===== src/rtl/pucch_sched.sv =====
// rtl/pucch_sched.sv - round-robin arbiter sharing one pucch generator among N_REQ requesters
// Grants one requester at a time, validates its config, starts the generator and supervises the job.
module pucch_sched #(
  parameter int N_REQ   = 4,
  parameter int TIMEOUT = 256
) (
  input  logic                  clk,
  input  logic                  rst,
  input  logic [N_REQ-1:0]      i_req_valid,
  input  logic [N_REQ*42-1:0]   i_req_cfg,
  output logic [N_REQ-1:0]      o_req_ready,
  output logic [2:0]            o_pucch_format,
  output logic [3:0]            o_symStart,
  output logic [3:0]            o_nPUCCHSym,
  output logic [1:0]            o_ack,
  output logic [1:0]            o_lenACK,
  output logic                  o_sr,
  output logic                  o_lenSR,
  output logic [3:0]            o_m0,
  output logic [7:0]            o_nslot,
  output logic [9:0]            o_nid,
  output logic [2:0]            o_occi,
  output logic                  o_start,
  input  logic                  i_pucch_valid,
  input  logic                  i_pucch_done,
  output logic                  o_busy,
  output logic [2:0]            o_active_id,
  output logic                  o_done,
  output logic                  o_reject,
  output logic                  o_timeout,
  output logic [7:0]            o_sample_cnt
);

  localparam int CFG_W = 42;
  localparam int WD_W  = $clog2(TIMEOUT);

  typedef enum logic [2:0] {IDLE, CHECK, START, RUN, FIN} state_t;

  state_t            state;
  logic [2:0]        rr_ptr;
  logic [7:0]        cnt;
  logic [7:0]        cnt_next;
  logic [WD_W-1:0]   wd;
  logic [WD_W-1:0]   wd_inc;
  logic              found;
  logic [2:0]        gnt_id;
  logic [N_REQ-1:0]  gnt_oh;
  logic [CFG_W-1:0]  gnt_cfg;
  int                best_off;
  int                off;
  logic [4:0]        sym_end;
  logic              cfg_bad;
  logic [2:0]        next_ptr;

  // Pick the valid requester with the smallest distance from rr_ptr (wrapping).
  always_comb begin
    found    = 1'b0;
    gnt_id   = 3'd0;
    gnt_oh   = '0;
    gnt_cfg  = '0;
    best_off = N_REQ;
    off      = 0;
    for (int j = 0; j < N_REQ; j++) begin
      off = (j >= int'(rr_ptr)) ? j - int'(rr_ptr) : j + N_REQ - int'(rr_ptr);
      if (i_req_valid[j] && off < best_off) begin
        found    = 1'b1;
        best_off = off;
        gnt_id   = 3'(j);
        gnt_oh   = '0;
        gnt_oh[j] = 1'b1;
        gnt_cfg  = i_req_cfg[j*CFG_W +: CFG_W];
      end
    end
  end

  assign sym_end = {1'b0, o_symStart} + {1'b0, o_nPUCCHSym};

  always_comb begin
    cfg_bad = 1'b0;
    case (o_pucch_format)
      3'd0:    cfg_bad = (o_nPUCCHSym == 4'd0) || (o_nPUCCHSym > 4'd2);
      3'd1:    cfg_bad = (o_nPUCCHSym < 4'd4) || (o_nPUCCHSym > 4'd14);
      default: cfg_bad = 1'b1;
    endcase
    if (sym_end > 5'd14 || o_lenACK == 2'd3)
      cfg_bad = 1'b1;
  end

  assign next_ptr = (int'(o_active_id) == N_REQ - 1) ? 3'd0 : o_active_id + 3'd1;
  assign cnt_next = (i_pucch_valid && cnt != 8'hFF) ? cnt + 8'd1 : cnt;
  assign wd_inc   = wd + 1'b1;

  always_ff @(posedge clk or negedge rst) begin
    if (!rst) begin
      state          <= IDLE;
      rr_ptr         <= 3'd0;
      cnt            <= 8'd0;
      wd             <= '0;
      o_req_ready    <= '0;
      o_pucch_format <= 3'd0;
      o_symStart     <= 4'd0;
      o_nPUCCHSym    <= 4'd0;
      o_ack          <= 2'd0;
      o_lenACK       <= 2'd0;
      o_sr           <= 1'b0;
      o_lenSR        <= 1'b0;
      o_m0           <= 4'd0;
      o_nslot        <= 8'd0;
      o_nid          <= 10'd0;
      o_occi         <= 3'd0;
      o_start        <= 1'b0;
      o_busy         <= 1'b0;
      o_active_id    <= 3'd0;
      o_done         <= 1'b0;
      o_reject       <= 1'b0;
      o_timeout      <= 1'b0;
      o_sample_cnt   <= 8'd0;
    end else begin
      o_req_ready <= '0;
      o_start     <= 1'b0;
      o_done      <= 1'b0;
      o_reject    <= 1'b0;
      o_timeout   <= 1'b0;
      case (state)
        IDLE: begin
          if (found) begin
            o_req_ready <= gnt_oh;
            o_active_id <= gnt_id;
            {o_occi, o_nid, o_nslot, o_m0, o_lenSR, o_sr, o_lenACK, o_ack,
             o_nPUCCHSym, o_symStart, o_pucch_format} <= gnt_cfg;
            o_busy      <= 1'b1;
            state       <= CHECK;
          end
        end
        CHECK: begin
          if (cfg_bad) begin
            o_reject <= 1'b1;
            o_busy   <= 1'b0;
            rr_ptr   <= next_ptr;
            state    <= IDLE;
          end else begin
            o_start  <= 1'b1;
            state    <= START;
          end
        end
        START: begin
          cnt   <= 8'd0;
          wd    <= '0;
          state <= RUN;
        end
        RUN: begin
          cnt <= cnt_next;
          wd  <= wd_inc;
          // done takes priority over a watchdog expiry in the same cycle
          if (i_pucch_done) begin
            o_sample_cnt <= cnt_next;
            o_done       <= 1'b1;
            state        <= FIN;
          end else if (wd_inc == WD_W'(TIMEOUT - 1)) begin
            o_sample_cnt <= cnt_next;
            o_timeout    <= 1'b1;
            o_busy       <= 1'b0;
            rr_ptr       <= next_ptr;
            state        <= IDLE;
          end
        end
        FIN: begin
          o_busy <= 1'b0;
          rr_ptr <= next_ptr;
          state  <= IDLE;
        end
        default: begin
          o_busy <= 1'b0;
          state  <= IDLE;
        end
      endcase
    end
  end

endmodule


===== config.mk =====
export PLATFORM = sky130hd
export DESIGN_NAME = pucch_sched
export DESIGN_NICKNAME = d
export VERILOG_FILES = /design/src/rtl/pucch_sched.sv
export SDC_FILE = /design/constraint.sdc
export NUM_CORES = 1
export LEC_CHECK = 0
export ABC_AREA = 1
export CORE_MARGIN = 1.5
export CORE_UTILIZATION = 43
export DETAILED_ROUTE_END_ITERATION = 8
export PLACE_DENSITY = 0.81
export SETUP_SLACK_MARGIN = 0.5
export SYNTH_ARGS = -nofsm -noshare
export SYNTH_HDL_FRONTEND = slang
export SYNTH_SLANG_ARGS = --single-unit

===== constraint.sdc =====
create_clock -name clk -period 5.6 [get_ports clk]
set_clock_uncertainty 0.15 [all_clocks]
set_input_delay 0.84 -clock clk [delete_from_list [all_inputs] [get_ports clk]]
set_output_delay 0.84 -clock clk [all_outputs]
set_load 0.02 [all_outputs]

==> results_dict.tcl <==
set metrics [dict create \
    first_pass_iters 4 \
    cts-root-buf "clkbuf_16" \
    viasPerCell 5.232 \
    min_from "o_nid[3]" \
    drt-initial-drc-count 351 \
    vias 6190 \
    areaGrowthSynthToFinish_pct 48.78 \
    arrival_ns 4.65 \
    syn_inst 801 \
    top_layer_used "met4" \
    fin_crit_sh_pct 81.71 \
    sequentialPowerShare_pct 27.0 \
    final_cells 1183 \
    wirelength_met1_mm 7.568 \
    start_util_pct 43.94 \
    route.detailed.drc 0 \
    dieArea_mm2 0.01359 \
    vdd_ir_drop_max_uv 200.5 \
    cts_buffer_depth 2 \
    dp_hpwl_mm 13.74 \
    clk_latency_ns 0.34 \
    hold_class "reg2reg" \
    seq_area_frac_synth_pct 37.00 \
    slew-limit-headroom_pct 29.82 \
    cpMaxStageDelayCell "dfrtp_1" \
    crit_type "reg2reg" \
    timing.reg2reg.setup_slack_ns 1.02 \
    utilization_pct 65.38 \
    pin_count 238 \
    power.share.clock_pct 16.1 \
    dp_cells 1167 \
    synth_top_flop_cell "dfrtp_1" \
    ys_ff_latch 82 \
    wl_met2_mm 9.083 \
    grt_pass1_vias 6180 \
    p_switching_mw 1.694 \
    p_leak_nw 4.084 \
    place.gp.congestion 0.8961 \
    dieWidth_um 116.6 \
    endpoint_kind "flop" \
    status "finished, final reports clean" \
    antenna_found_initial 0 \
    n_antenna_cell 0 \
    grt_usage_pct 28.29 \
    hold_viol_final 0 \
    mappedNetlistArea_mm2 0.005545 \
    mostFrequentLayoutCells "nand2_1 (315), clkdlybuf4s50_1 (233), dfrtp_1 (82)" \
    max_stage_delay_ns 0.45 \
    tns_ns 0 \
    synth_edf_count 0 \
    intPower_mw 1.955 \
    cp_common_cell "nand2_1" \
    crit_family "simple AND/OR/NAND/NOR gates" \
    r2r_start "rr_ptr[1]" \
    ant_nets 0 \
    clkTransAtPathRegs_ns 0.07 \
    wl_met3_mm 1.342 \
    drive_gt1_share_pct 4.055 \
    power_mw 3.649 \
    wl_per_cell_um 15.78 \
    power.density_mw_per_mm2 442.3 \
    overflow 0 \
    design_area_mm2 0.008250 \
    place_area_mm2 0.007946 \
    core_mm2 0.01262 \
    required_ns 5.68 \
    nNetsFinal 1200 \
    synth_cell_types 38 \
    maxSlewViolCount 0 \
    grt_pass1_wl_mm 29.72 \
    post-cts-setup-buffers 0 \
    setup_viol 0 \
    power_frac_comb_pct 56.9 \
    layout_commonest_cell "nand2_1" \
    clock-sinks 82 \
    crit_path_start "rr_ptr[1]" \
    drt_wl_total_mm 18.67 \
    worst_pin_slew_ns 1.053 \
    io_buffers 236 \
    syn_area_per_cell_um2 6.923 \
    switching_share_pct 46.42 \
    layout_min_cycle_time_ns 4.576 \
    grt_max_degree 83 \
    max-cap-violations 0 \
    cts_tree "built" \
    grt_setup_unrepaired "no" \
    htree_levels 3 \
    maxClockFrequency_mhz 218.5 \
    cts_made_buffers 9 \
    path_buf_inv 4 \
    async_reset_ff_share_pct 100.0 \
    yosys_warnings 0 \
    row_count 41 \
    start_kind "flop" \
    worstPathMaxFanout 25 \
    die_h_um 116.6 \
]
layout make-up:
type,instances,area (um2)
fillers,1156,4369
multi-input cells,621,3077
repair buffers,246,2437
flip-flops and latches,82,2052
clock buffers,9,225.2
well taps,172,215.2
inverters,46,172.7
clock inverters,7,71.32
path summary, 6_finish.rpt:
| kind | endpoint | cells past startpoint |
|---|---|---|
| max | o_nid[9] | 30 |
| max reg2reg | o_nid[9] | 30 |
| max in group asynchronous | o_lenACK[1] | 1 |
| min reg2reg | o_nid[3] | 2 |
| min in group asynchronous | o_sample_cnt[2] | 1 |
| min | o_nid[3] | 2 |
metal layers:
metal  vias to the layer above  track usage, %
li1                       3061               -
met1                      2847           33.88
met2                       238           49.25
met3                        44           6.331
met4                         0           11.73
met5                         -               0
cell usage after synthesis (2+ instances only):
master	instances	share of area (%)
nand4_1	44	5.0
buf_1	2	0.14
nor2_1	18	1.2
xor2_1	5	0.79
o22ai_1	7	0.79
a21oi_1	47	4.2
nor3_1	8	0.72
buf_4	2	0.27
buf_2	17	1.5
inv_1	41	2.8
conb_1	2	0.14
o21ai_0	35	3.2
buf_6	4	0.81
nand2_2	2	0.23
inv_2	5	0.34
dfrtp_1	82	37
ha_1	17	3.8
nand2_1	316	21
o211ai_1	3	0.41
o21a_1	2	0.27
nand3_1	56	5.1
clkbuf_1	29	2.0
a21o_1	42	5.7
power groups by stage:
stage	combinational [mW]	sequential [mW]	clock (mW)
2_1_floorplan	1.10	1.16	0
3_3_place_gp	2.04	0.986	0
3_5_place_dp	2.07	0.988	0
4_1_cts	2.08	0.986	0.599
5_1_grt	2.31	1.01	0.623
6_report	2.07	0.985	0.589
what timing repair did:
action / CTS / global route
resized for setup: 0 / 1
setup endpoints to repair: 0 / 21
hold buffers: 0 / 0
worst register-to-register path: cells and delay by family, from the launching register on:
family	cells	cell delay (ns)
AOI/OAI and AO/OA	1	0.20
adders and majority gates	4	1.18
buffers and inverters	4	0.61
DFF	1	0.45
and+or+nand+nor	21	1.89
flip-flops by register name, indices dropped and copies added (netlist names), 3 cells and up:
name and cells:
o_nid 10, cnt 8, o_nslot 8, o_sample_cnt 8
wd 8, o_m0 4, o_nPUCCHSym 4, o_req_ready 4
o_symStart 4, o_occi 3, o_pucch_format 3, state 3
per-stage QoR:
stage	hold slack, ns	worst slack (ns)
finish	0.3314	1.024
global placement	0.3128	0.7844
floorplan	0.3549	1.068
global route	0.3515	0.5800
detailed placement	0.3182	0.6032
CTS	0.3372	0.8428
cell families (layout without fill, tap and decap cells):
| kind of cell | Yosys count | after routing | synth area share (%) |
|---|---|---|---|
| other cells | 2 | 4 | 0.1354 |
| simple gates | 452 | 452 | 34.66 |
| xor+xnor | 6 | 6 | 0.9476 |
| flops | 82 | 82 | 37.00 |
| buf+inv | 100 | 308 | 7.829 |
| fa+ha+maj | 18 | 18 | 4.197 |
| compound gates | 141 | 141 | 15.23 |
Note: power is estimated with default switching activity, not from simulation.
